[config.mk]
export PLATFORM = sky130hd
export DESIGN_NAME = hazard_scoreboard
export DESIGN_NICKNAME = d
export VERILOG_FILES = /design/src/rtl/hazard_scoreboard.sv
export SDC_FILE = /design/constraint.sdc
export NUM_CORES = 1
export LEC_CHECK = 0
export ABC_CLOCK_PERIOD_IN_PS = 8950
export BUFFER_PORTS_ARGS = -buffer_cell sky130_fd_sc_hd__buf_2
export CAP_MARGIN = 10
export CORE_MARGIN = 2
export CORE_UTILIZATION = 40
export CTS_CLUSTER_SIZE = 24
export DETAILED_ROUTE_END_ITERATION = 16
export GPL_ROUTABILITY_DRIVEN = 0
export GPL_TIMING_DRIVEN = 0
export PLACE_DENSITY = 0.68
export RECOVER_POWER = 50
export SETUP_SLACK_MARGIN = 0.15
export SLEW_MARGIN = 30
export SYNTH_ARGS = -nofsm -noshare
export SYNTH_HDL_FRONTEND = slang
export SYNTH_SLANG_ARGS = --single-unit
[constraint.sdc]
create_clock -name clk -period 8.95 [get_ports clk]
set_clock_uncertainty 0.15 [all_clocks]
set_input_delay 0.895 -clock clk [delete_from_list [all_inputs] [get_ports clk]]
set_output_delay 0.895 -clock clk [all_outputs]
set_load 0.05 [all_outputs]
[src/rtl/hazard_scoreboard.sv]
// Hazard/forwarding scoreboard: shift-register record of in-flight register writes, combinational issue stall, registered EX forwarding selects.
// Optional statistics counters are enabled by defining HAZARD_SB_STATS_EN.
module hazard_scoreboard #(
  parameter int DEPTH      = 3,
  parameter int REG_AW     = 5,
  parameter int ALU_READY  = 1,
  parameter int LOAD_READY = 2,
  localparam int SELW      = $clog2(DEPTH)
) (
  input  logic              clk,
  input  logic              reset,
  input  logic              issue_valid,
  input  logic [REG_AW-1:0] issue_rs,
  input  logic [REG_AW-1:0] issue_rt,
  input  logic              issue_use_rs,
  input  logic              issue_use_rt,
  input  logic [REG_AW-1:0] issue_dst,
  input  logic              issue_wen,
  input  logic              issue_load,
  input  logic              flush,
  output logic              stall,
  output logic [SELW-1:0]   fwd_sel_rs,
  output logic [SELW-1:0]   fwd_sel_rt,
  output logic              sb_busy
`ifdef HAZARD_SB_STATS_EN
  ,
  output logic [15:0]       stall_cnt,
  output logic [15:0]       fwd_cnt
`endif
);

  typedef struct packed {
    logic            hz;
    logic [SELW-1:0] sel;
  } look_t;

  logic [DEPTH-1:0]             v_q, v_next;
  logic [DEPTH-1:0]             ld_q, ld_next;
  logic [DEPTH-1:0][REG_AW-1:0] dst_q, dst_next;
  look_t                        lk_rs, lk_rt;
  logic                         accept;
  logic                         alloc;

  // Youngest valid match wins; the consumer sees it one position older when it reaches EX.
  function automatic look_t lookup(input logic use_src, input logic [REG_AW-1:0] src,
                                   input logic [DEPTH-1:0] v, input logic [DEPTH-1:0] ld,
                                   input logic [DEPTH-1:0][REG_AW-1:0] dst);
    look_t r;
    logic  hit;
    logic  hit_ld;
    int    pos;
    int    need;
    r      = '0;
    hit    = 1'b0;
    hit_ld = 1'b0;
    pos    = 0;
    for (int i = DEPTH - 1; i >= 0; i--) begin
      if (v[i] && dst[i] == src) begin
        hit    = 1'b1;
        hit_ld = ld[i];
        pos    = i;
      end
    end
    if (use_src && src != '0 && hit) begin
      need = hit_ld ? LOAD_READY : ALU_READY;
      if (pos + 1 < need) r.hz = 1'b1;
      else if (pos + 1 < DEPTH) r.sel = SELW'(pos + 1);
    end
    return r;
  endfunction

  always_comb begin
    lk_rs  = lookup(issue_use_rs, issue_rs, v_q, ld_q, dst_q);
    lk_rt  = lookup(issue_use_rt, issue_rt, v_q, ld_q, dst_q);
    stall  = issue_valid & ~flush & (lk_rs.hz | lk_rt.hz);
    accept = issue_valid & ~flush & ~stall;
    alloc  = accept & issue_wen & (issue_dst != '0);
  end

  // Older entries always advance; flush only kills what was sitting in P[0].
  always_comb begin
    v_next   = {v_q[DEPTH-2:0], alloc};
    ld_next  = {ld_q[DEPTH-2:0], issue_load};
    dst_next = {dst_q[DEPTH-2:0], issue_dst};
    if (flush) v_next[1] = 1'b0;
  end

  always_ff @(posedge clk or posedge reset) begin
    if (reset) begin
      v_q        <= '0;
      ld_q       <= '0;
      dst_q      <= '0;
      fwd_sel_rs <= '0;
      fwd_sel_rt <= '0;
      sb_busy    <= 1'b0;
    end else begin
      v_q        <= v_next;
      ld_q       <= ld_next;
      dst_q      <= dst_next;
      fwd_sel_rs <= accept ? lk_rs.sel : '0;
      fwd_sel_rt <= accept ? lk_rt.sel : '0;
      sb_busy    <= |v_next;
    end
  end

`ifdef HAZARD_SB_STATS_EN
  always_ff @(posedge clk or posedge reset) begin
    if (reset) begin
      stall_cnt <= '0;
      fwd_cnt   <= '0;
    end else begin
      if (stall && stall_cnt != 16'hFFFF) stall_cnt <= stall_cnt + 16'd1;
      if (accept && (lk_rs.sel != '0 || lk_rt.sel != '0) && fwd_cnt != 16'hFFFF)
        fwd_cnt <= fwd_cnt + 16'd1;
    end
  end
`endif

endmodule
# Word level (Yosys, flattened, before mapping)
# Cells that the tools add are included.
word_totals:
  ff_bits: 26
  input_bits: 23
  output_inout_bits: 6
  word_cells: 73
op_classes:
  add_sub_neg: 2
  order_cmp: 4
  n_eq_ne: 6
  muxes: 31
  bitwise: 8
  n_reduce_logical: 14
op_table:
  columns: ["operator", "count"]
  rows:
  - ["$mux W32", 4]
  - ["$add A32 B2 Y32 const B", 2]
  - ["$lt A32 B3 Y1", 2]
  - ["$lt A32 B3 Y1 const B", 2]
  - ["$eq A5 B5 Y1", 6]
  - ["$mux W2", 10]
  - ["$mux W1", 15]
  - ["$reduce_bool A5 Y1", 3]
  - ["$logic_and A1 B1 Y1", 10]
  - ["$mux W3", 2]
  - ["$and A1 B1 Y1", 5]
  - ["$reduce_or A3 Y1", 1]
  - ["$not A1 Y1", 2]
  - ["$or A1 B1 Y1", 1]

# Depth between registers and ports, before layout
# Gate-level depths: netlist (run 1).
logic_depth:
  ltp_word: 17
  ltp_mapped: 12
  ltp_nobuf: 12

# Worst setup path after synthesis (run 1)
# Ideal clock, no wire load.
synth_path:
  kind: "input to output"
  startpoint: "in issue_rt[0]"
  endpoint: "out stall"
  t_arrival_ns: 3.631
  required_time_ns: 7.905
  path_slack_ns: 4.274
  cell_stages: 10
  n_path_buf: 0
  cell_sequence: "xor2_1 nor4_2 nor2_1 a221o_1 o21ai_0 fa_1 nor3_1 a31oi_1 nand2b_1 a21oi_1"
synth_between:
  elab_chain_len: 11
  elab_cells_between_ends: 25
  cone_classes: "add/sub: 1; order compare: 1; eq/ne: 3; mux: 12; bitwise: 2; reduce/logical: 6"
synth_lines:
  columns: ["element", "line", "rtl"]
  rows:
  - ["start: declaration", "14", "input logic [REG_AW-1:0] issue_rt,"]
  - ["$eq A5 B5 Y1", "58", "if (v[i] && dst[i] == src) begin"]
  - ["$logic_and A1 B1 Y1", "58", null]
  - ["$mux W2 or $mux W1 (tied branches)", "58", null]
  - ["$mux W32 or $mux W1 (tied branches) (2 in series)", "58", null]
  - ["$add A32 B2 Y32 or $mux W2 (tied branches)", null, null]
  - ["$lt A32 B3 Y1", "66", "if (pos + 1 < need) r.hz = 1'b1;"]
  - ["$mux W1", "66", null]
  - ["$mux W3 (*)", "64", "if (use_src && src != '0 && hit) begin"]
  - ["$or A1 B1 Y1 (*)", "75", "stall = issue_valid & ~flush & (lk_rs.hz | lk_rt.hz);"]
  - ["$and A1 B1 Y1 (*)", "75", null]
  - ["end: declaration", "21", "output logic stall,"]
# Every way passes the cells marked *; elsewhere a longest branch is shown, timed or not.

# Worst setup path after layout (run 1)
# Same ends and word-level chain as after synthesis.

==> run_summary.xml, run 1 <==
<?xml version="1.0" encoding="UTF-8"?>
<metrics>
  <group name="detailed_routing">
    <metric name="vias" unit="">1076</metric>
    <metric name="post_drt_via_cell_ratio" unit="">5.148</metric>
    <metric name="drt_first_pass_iters" unit="">4</metric>
    <metric name="postRouteAntennaNets" unit="">0</metric>
    <metric name="route.detailed.wl_per_inst" unit="um">14.88</metric>
    <metric name="routed_wire_length" unit="mm">3.109</metric>
    <metric name="drc_violation_total_after_the_first_tritonroute_iteration" unit="">20</metric>
    <metric name="remaining_drc_errors" unit="">0</metric>
  </group>
  <group name="clocking">
    <metric name="worst_skew_pair.late_latency" unit="ns">0.27</metric>
    <metric name="tritoncts_clock_tree" unit="">built</metric>
    <metric name="clkTransAtPathRegs" unit="ns">0.09</metric>
    <metric name="numCtsBuffers" unit="">3</metric>
    <metric name="postCtsHoldBufs" unit="">0</metric>
    <metric name="h-tree-depth" unit="">1</metric>
    <metric name="clk_path_buf_depth" unit="">2</metric>
    <metric name="post-cts-setup-buffers" unit="">0</metric>
    <metric name="cts_root_buf" unit="">sky130_fd_sc_hd__clkbuf_8</metric>
    <metric name="ctsResizeCount" unit="">0</metric>
    <metric name="cts.sink_count" unit="">26</metric>
  </group>
  <group name="yosys">
    <metric name="postSynthCellCount" unit="">129</metric>
    <metric name="postSynthRegisterBits" unit="">26</metric>
    <metric name="synth_fp_nets" unit="">162</metric>
    <metric name="synth_cell_type_count" unit="">34</metric>
    <metric name="syn-mean-instance-area" unit="um^2">11.45</metric>
    <metric name="synth_seq_area_share" unit="%">44.03</metric>
    <metric name="yosysWarningCount" unit="">0</metric>
    <metric name="syn-cell-area" unit="um^2">1478</metric>
  </group>
  <group name="die">
    <metric name="rows" unit="">22</metric>
    <metric name="chipHeight" unit="um">64.78</metric>
    <metric name="die-width" unit="um">64.78</metric>
    <metric name="pin_count" unit="">29</metric>
    <metric name="floorplan.die_area" unit="um^2">4196</metric>
    <metric name="core_area" unit="um^2">3606</metric>
    <metric name="initial_utilization" unit="%">40.98</metric>
  </group>
  <group name="setup_path">
    <metric name="critical_path_max_stage_delay" unit="ns">0.50</metric>
    <metric name="path_delay_family" unit="">simple AND/OR/NAND/NOR gates</metric>
    <metric name="timing.reg2reg.setup_slack" unit="ns">5.59</metric>
    <metric name="critical_path.startpoint_type" unit="">input pin</metric>
    <metric name="worstSetupEndpointType" unit="">primary output</metric>
    <metric name="cp_max_fo" unit="">5</metric>
    <metric name="cp_num_cells" unit="">12</metric>
    <metric name="critical_path.most_common_cell" unit="">sky130_fd_sc_hd__buf_2</metric>
    <metric name="cp_cell_sequence" unit="">buf_2, xor2_1, nor4_2, nor2_1, a221o_1, o21ai_0, fa_1, nor3_1, a31oi_1, nand2b_1, a21oi_1, buf_2</metric>
    <metric name="crit_path_top_delay_cell" unit="">sky130_fd_sc_hd__nor4_2</metric>
    <metric name="crit_arrival" unit="ns">3.88</metric>
    <metric name="crit_buf_inv" unit="">2</metric>
    <metric name="crit_required" unit="ns">7.91</metric>
    <metric name="rr_worst_depth" unit="">10</metric>
    <metric name="critPathKind" unit="">in -&gt; out</metric>
  </group>
  <group name="timing">
    <metric name="report.final.hold_viol_count" unit="">0</metric>
    <metric name="finalCritPeriodShare" unit="%">55.05</metric>
    <metric name="grt_setup_unrepaired" unit="">no</metric>
    <metric name="tns" unit="ns">0</metric>
    <metric name="max_clock_freq" unit="MHz">203.0</metric>
    <metric name="worst_pin_slew" unit="ns">0.9772</metric>
    <metric name="finalSetupViolations" unit="">0</metric>
    <metric name="period_minus_slack" unit="ns">4.927</metric>
    <metric name="final_max_slew_viol_count" unit="">0</metric>
    <metric name="max_slew_margin" unit="%">34.78</metric>
  </group>
  <group name="grt">
    <metric name="pin_count_of_the_biggest_net_entering_global_routing" unit="">27</metric>
    <metric name="first_pass_grt_wire_length" unit="mm">5.237</metric>
    <metric name="global_route.overflow_total" unit="">0</metric>
    <metric name="grt_pass1_vias" unit="">1141</metric>
    <metric name="antenna_violations_before_repair" unit="">0</metric>
    <metric name="grt_use_total" unit="%">16.33</metric>
  </group>
  <group name="status">
    <metric name="status" unit="">completed</metric>
  </group>
  <group name="hold_path">
    <metric name="hold_depth" unit="">0</metric>
    <metric name="min-delay-path-class" unit="">reg -&gt; reg</metric>
  </group>
  <group name="pwr">
    <metric name="vdd_ir_drop_max" unit="V">0.00008285</metric>
    <metric name="fin_total_pwr" unit="mW">0.2559</metric>
    <metric name="power_leakage" unit="nW">0.8463</metric>
    <metric name="p_per_area" unit="nW/um^2">146.4</metric>
  </group>
  <group name="final_layout">
    <metric name="num_antenna_cells" unit="">0</metric>
    <metric name="layout_commonest_cell" unit="">sky130_fd_sc_hd__buf_2</metric>
    <metric name="final_net_count" unit="">195</metric>
    <metric name="syn_to_final_growth" unit="%">18.29</metric>
    <metric name="layout.cells.most_common_list" unit="">sky130_fd_sc_hd__buf_2, sky130_fd_sc_hd__dfrtp_1, sky130_fd_sc_hd__xor2_1</metric>
    <metric name="share_of_final_layout_standard_cells_stronger_than_drive_strength_1" unit="%">25.47</metric>
  </group>
  <group name="placed_design">
    <metric name="detailed_place_hpwl" unit="mm">2.449</metric>
    <metric name="buffer_ports.inserted" unit="">28</metric>
  </group>
  <group name="run">
    <metric name="maxCapViolations" unit="">0</metric>
  </group>
</metrics>
-- flip-flops by register name, indices dropped and copies added (netlist names) --
register    cells
dst_q           5
sb_busy         1
v_q             3
ld_q            3
dst_next       10
fwd_sel_rs      2
fwd_sel_rt      2
-- power by group --
group | total (mW) | internal (mW) | switching (mW)
clock network | 0.0987 | 0.0599 | 0.0388
registers | 0.128 | 0.122 | 0.00523
logic | 0.0297 | 0.0127 | 0.0170
total | 0.256 | 0.195 | 0.0611
-- logic make-up after synthesis --
kind of cell	count (synthesis)	synth area share, %
and+or+nand+nor	42	18.80
DFF	26	44.03
xor gates and xnor gates	30	17.78
adders and majority gates	10	9.484
AOI/OAI and AO/OA	14	8.128
buffers and inverters	7	1.778
-- metrics by stage --
stage | hold slack (ns) | worst slack [ns] | cells | area, um^2 | util (%)
final | 0.2939 | 4.023 | 209 | 1748 | 48.47
after global routing | 0.2918 | 3.834 | 209 | 1748 | 48.47
after CTS | 0.2952 | 4.040 | 209 | 1749 | 48.51
after detailed placement | 0.2552 | 4.086 | 205 | 1678 | 46.53
after global placement | 0.2592 | 4.290 | 205 | 1678 | 46.53
after floorplan | 0.2194 | 4.274 | 129 | 1478 | -
-- synthesized netlist by cell type --
cell type / number / area [um^2]
sky130_fd_sc_hd__and2_1: 2 / 12.51
sky130_fd_sc_hd__a21oi_1: 1 / 5.000
sky130_fd_sc_hd__fa_1: 2 / 40.04
sky130_fd_sc_hd__a31oi_1: 2 / 12.51
sky130_fd_sc_hd__a211o_1: 1 / 8.760
sky130_fd_sc_hd__and4b_1: 2 / 20.02
sky130_fd_sc_hd__a21o_1: 1 / 7.510
sky130_fd_sc_hd__o21ai_0: 3 / 15.01
sky130_fd_sc_hd__nand3_1: 7 / 35.03
sky130_fd_sc_hd__a22oi_1: 1 / 7.510
sky130_fd_sc_hd__xor2_1: 22 / 192.7
sky130_fd_sc_hd__nor3_2: 1 / 10.01
sky130_fd_sc_hd__o311a_2: 1 / 11.26
sky130_fd_sc_hd__nor4_2: 3 / 37.54
sky130_fd_sc_hd__nor3_1: 3 / 15.01
sky130_fd_sc_hd__and4_1: 2 / 17.52
sky130_fd_sc_hd__nor2_1: 6 / 22.52
sky130_fd_sc_hd__nand4_2: 1 / 12.51
sky130_fd_sc_hd__and2b_1: 1 / 7.510
sky130_fd_sc_hd__a221o_1: 1 / 10.01
sky130_fd_sc_hd__dfrtp_1: 26 / 650.6
sky130_fd_sc_hd__a31oi_2: 1 / 12.51
sky130_fd_sc_hd__or2b_2: 1 / 8.760
sky130_fd_sc_hd__ha_1: 8 / 100.1
sky130_fd_sc_hd__nand2b_1: 1 / 6.260
sky130_fd_sc_hd__and3_1: 3 / 18.77
sky130_fd_sc_hd__xnor2_1: 8 / 70.07
sky130_fd_sc_hd__a311oi_1: 1 / 8.760
sky130_fd_sc_hd__or4_1: 2 / 15.01
sky130_fd_sc_hd__o31ai_4: 1 / 21.27
sky130_fd_sc_hd__nand2_1: 4 / 15.01
sky130_fd_sc_hd__and3_4: 1 / 11.26
sky130_fd_sc_hd__nor4_1: 2 / 12.51
sky130_fd_sc_hd__inv_1: 7 / 26.28
-- path summary, 6_finish.rpt --
kind	endpoint	from
worst max-delay path	stall	issue_rt[0]
worst min-delay path	ld_q[1]$_DFF_PP0_	ld_q[0]$_DFF_PP0_
worst max register to register	sb_busy$_DFF_PP0_	dst_next[13]$_DFF_PP0_
worst min register to register	ld_q[1]$_DFF_PP0_	ld_q[0]$_DFF_PP0_
max in group asynchronous	fwd_sel_rt[1]$_DFF_PP0_	reset
min in group asynchronous	dst_next[9]$_DFF_PP0_	reset
-- final cells by class --
| cell class | count | area (um^2) |
|---|---|---|
| timing repair buffer | 28 | 138.9 |
| tap | 48 | 60.06 |
| clock buffer | 3 | 41.29 |
| multi-input combinational | 96 | 800.8 |
| sequential | 26 | 650.6 |
| fill | 326 | 1858 |
| inverter | 7 | 26.28 |
| clock inverter | 1 | 30.03 |
-- metal layers --
layer  up-vias  GRT usage (%)  part of all wire, %
li1        513              -                    -
met1       536          19.91                   44
met2        23          28.99                   52
met3         4          2.257                  2.9
met4         0          6.383                  1.2
met5         -              0                    0
Power figures use the tool's default switching activity.
==> run 2, diff against run 1 <==
ABC_AREA = 1   (was default)
ABC_CLOCK_PERIOD_IN_PS = 4400   (was 8950)
PLACE_DENSITY = 0.69   (was 0.68)
clock period = 4.4 ns   (was 8.95 ns; I/O delays follow)
==> run 2 against run 1 <==
  * Cell area rose by 11%
  * Clock-buffer cell count is the same
  * Utilization decreased by 0.12 points
  * Critical path depth up 3
  * Hold slack lost 0.17 ns
  * Total power up 110%
  * Via count increased by 33%
  * Die area increased by 13%
  * Global-route usage grew 0.28 points
==> run_summary.xml, run 2 <==
<?xml version="1.0" encoding="UTF-8"?>
<metrics>
  <group name="die">
    <metric name="initial_utilization" unit="%">41.65</metric>
    <metric name="core_area" unit="um^2">4029</metric>
    <metric name="pin_count" unit="">29</metric>
    <metric name="die-width" unit="um">68.77</metric>
    <metric name="rows" unit="">23</metric>
    <metric name="chipHeight" unit="um">68.77</metric>
    <metric name="floorplan.die_area" unit="um^2">4729</metric>
  </group>
  <group name="hold_path">
    <metric name="min-delay-path-class" unit="">in -&gt; reg</metric>
    <metric name="min_delay_worst_endpoint" unit="">ld_q[0]$_DFF_PP0_</metric>
    <metric name="hold_start" unit="">issue_load</metric>
    <metric name="hold_depth" unit="">1</metric>
  </group>
  <group name="clocking">
    <metric name="cts_root_buf" unit="">sky130_fd_sc_hd__clkbuf_8</metric>
    <metric name="tritoncts_clock_tree" unit="">built</metric>
    <metric name="clkTransAtPathRegs" unit="ns">0.09</metric>
    <metric name="ctsResizeCount" unit="">0</metric>
    <metric name="clk_path_buf_depth" unit="">2</metric>
    <metric name="worst_skew_pair.late_latency" unit="ns">0.27</metric>
    <metric name="numCtsBuffers" unit="">3</metric>
    <metric name="h-tree-depth" unit="">1</metric>
    <metric name="postCtsHoldBufs" unit="">0</metric>
    <metric name="cts.sink_count" unit="">26</metric>
    <metric name="post-cts-setup-buffers" unit="">0</metric>
  </group>
  <group name="yosys">
    <metric name="synth_cell_type_count" unit="">23</metric>
    <metric name="synthArstFlopShare" unit="%">100.0</metric>
    <metric name="postSynthRegisterBits" unit="">26</metric>
    <metric name="synth_fp_nets" unit="">263</metric>
    <metric name="synthMostInstantiatedCell" unit="">sky130_fd_sc_hd__nand2_1</metric>
    <metric name="synth-edff-count" unit="">0</metric>
    <metric name="synth_top_cell_area_share" unit="%">38.78</metric>
    <metric name="syn-mean-instance-area" unit="um^2">7.295</metric>
    <metric name="synth_seq_area_share" unit="%">38.78</metric>
    <metric name="syn-cell-area" unit="um^2">1678</metric>
    <metric name="synth_area_leader_cell" unit="">sky130_fd_sc_hd__dfrtp_1</metric>
    <metric name="dominantRegCellSynth" unit="">sky130_fd_sc_hd__dfrtp_1</metric>
    <metric name="synth_top_cells_by_count" unit="">sky130_fd_sc_hd__nand2_1, sky130_fd_sc_hd__inv_1, sky130_fd_sc_hd__nor2_1</metric>
    <metric name="synthTopCellsByArea" unit="">sky130_fd_sc_hd__dfrtp_1, sky130_fd_sc_hd__nand2_1, sky130_fd_sc_hd__inv_1, sky130_fd_sc_hd__nor2_1, sky130_fd_sc_hd__ha_1</metric>
    <metric name="yosysWarningCount" unit="">0</metric>
    <metric name="postSynthCellCount" unit="">230</metric>
  </group>
  <group name="final_layout">
    <metric name="syn_to_final_growth" unit="%">16.11</metric>
    <metric name="num_antenna_cells" unit="">0</metric>
    <metric name="final_net_count" unit="">296</metric>
    <metric name="postLayoutCoreUtil" unit="%">48.35</metric>
    <metric name="share_of_final_layout_standard_cells_stronger_than_drive_strength_1" unit="%">22.52</metric>
    <metric name="layout.cells.most_common_list" unit="">sky130_fd_sc_hd__nand2_1, sky130_fd_sc_hd__inv_1, sky130_fd_sc_hd__nor2_1</metric>
    <metric name="layout_commonest_cell" unit="">sky130_fd_sc_hd__nand2_1</metric>
    <metric name="finish.instance_area" unit="um^2">1948</metric>
    <metric name="largest_register_ffs" unit="">10</metric>
  </group>
  <group name="timing">
    <metric name="final_max_slew_viol_count" unit="">0</metric>
    <metric name="timing.hold.ws" unit="ns">0.1212</metric>
    <metric name="finalSetupViolations" unit="">0</metric>
    <metric name="grt_setup_unrepaired" unit="">no</metric>
    <metric name="worst_pin_slew" unit="ns">0.9579</metric>
    <metric name="tns" unit="ns">0</metric>
    <metric name="finalCritPeriodShare" unit="%">76.68</metric>
    <metric name="max_clock_freq" unit="MHz">296.4</metric>
    <metric name="period_minus_slack" unit="ns">3.374</metric>
    <metric name="max_slew_margin" unit="%">36.07</metric>
    <metric name="report.final.hold_viol_count" unit="">0</metric>
  </group>
  <group name="detailed_routing">
    <metric name="routed_wire_length" unit="mm">3.373</metric>
    <metric name="drt_first_pass_iters" unit="">4</metric>
    <metric name="postRouteAntennaNets" unit="">0</metric>
    <metric name="vias" unit="">1427</metric>
    <metric name="drc_violation_total_after_the_first_tritonroute_iteration" unit="">79</metric>
    <metric name="post_drt_via_cell_ratio" unit="">4.574</metric>
    <metric name="remaining_drc_errors" unit="">0</metric>
    <metric name="route.detailed.wl_per_inst" unit="um">10.81</metric>
  </group>
  <group name="run">
    <metric name="maxCapViolations" unit="">0</metric>
  </group>
  <group name="status">
    <metric name="status" unit="">completed</metric>
  </group>
  <group name="pwr">
    <metric name="vdd_ir_drop_max" unit="V">0.0002333</metric>
    <metric name="power_leakage" unit="nW">1.127</metric>
    <metric name="fin_total_pwr" unit="mW">0.5252</metric>
    <metric name="p_per_area" unit="nW/um^2">269.6</metric>
  </group>
  <group name="grt">
    <metric name="grt_use_total" unit="%">16.61</metric>
    <metric name="global_route.overflow_total" unit="">0</metric>
    <metric name="pin_count_of_the_biggest_net_entering_global_routing" unit="">27</metric>
    <metric name="grt_pass1_vias" unit="">1321</metric>
    <metric name="first_pass_grt_wire_length" unit="mm">5.837</metric>
    <metric name="antenna_violations_before_repair" unit="">0</metric>
  </group>
  <group name="placed_design">
    <metric name="detailed_place_hpwl" unit="mm">2.797</metric>
    <metric name="buffer_ports.inserted" unit="">28</metric>
    <metric name="dpl-instance-area" unit="um^2">1881</metric>
  </group>
  <group name="setup_path">
    <metric name="crit_buf_inv" unit="">4</metric>
    <metric name="critical_path.startpoint_type" unit="">register</metric>
    <metric name="r2r_end" unit="">fwd_sel_rs[1]$_DFF_PP0_</metric>
    <metric name="worstSetupEndpointType" unit="">primary output</metric>
    <metric name="critPathKind" unit="">reg -&gt; out</metric>
    <metric name="crit-reg2reg-launch" unit="">dst_next[7]$_DFF_PP0_</metric>
    <metric name="rr_worst_depth" unit="">15</metric>
    <metric name="crit_path_top_delay_cell" unit="">sky130_fd_sc_hd__dfrtp_1</metric>
    <metric name="cp_cell_sequence" unit="">inv_1, nand2_1, o21ai_0, nor2_1, nand3_2, nand2_1, nor2_1, inv_1, ha_1, inv_1, ha_1, nor2_1, nand3_4, a21oi_2, buf_2</metric>
    <metric name="crit_required" unit="ns">3.81</metric>
    <metric name="crit_arrival" unit="ns">2.78</metric>
    <metric name="timing.reg2reg.setup_slack" unit="ns">1.87</metric>
    <metric name="critical_path_max_stage_delay" unit="ns">0.40</metric>
    <metric name="cp_max_fo" unit="">5</metric>
    <metric name="path_delay_family" unit="">simple AND/OR/NAND/NOR gates</metric>
  </group>
</metrics>
run 2: cell types whose count changed after synthesis, sizes merged, moves of 8 or more:
cell / change
inv: +38
nand2: +73
nand3: +8
nor2: +30
xnor2: -8
xor2: -21
run 2: kinds of logic (layout without fill, tap and decap cells):
kind of cell	count (synthesis)	in the layout	share of synthesized area, %
adders and majority gates	10	10	8.352
DFF	26	26	38.78
xor gates and xnor gates	1	1	0.5221
and+or+nand+nor	132	132	36.76
buffers and inverters	46	78	10.29
AOI/OAI and AO/OA	15	15	5.295
run 2: worst max-delay path by stage:
stage | startpoint | to | depth (start not counted)
after floorplan | issue_rt[0] | stall | 14
after global placement | issue_rt[0] | stall | 16
after detailed placement | issue_rt[0] | stall | 16
after CTS | dst_next[7]$_DFF_PP0_ | stall | 15
after global routing | dst_next[6]$_DFF_PP0_ | stall | 15
final | dst_next[7]$_DFF_PP0_ | stall | 15
run 2: report_power, final:
group	total (mW)	internal, mW	switching [mW]
logic	0.0698	0.0239	0.0458
registers	0.257	0.249	0.00828
clock network	0.198	0.122	0.0768
total	0.525	0.394	0.131
run 2: through the flow:
stage | worst slack (ns) | instances
final | 1.026 | 312
after global routing | 0.7646 | 312
after CTS | 1.000 | 312
after detailed placement | 1.146 | 308
after global placement | 1.155 | 308
after floorplan | 1.322 | 230
run 2: final cells by class:
type,instances,area (um^2)
fillers,431,2081
multi-input cells,158,854.6
flip-flops and latches,26,650.6
inverters,46,172.7
repair buffers,28,136.4
well taps,50,62.56
clock buffers,3,41.29
clock inverters,1,30.03
run 2: routing by layer:
metal	global-route usage (%)	routed length, um
met1	22.84	1589
met2	28.49	1584
met3	1.461	168
met4	3.676	30
met5	0	0
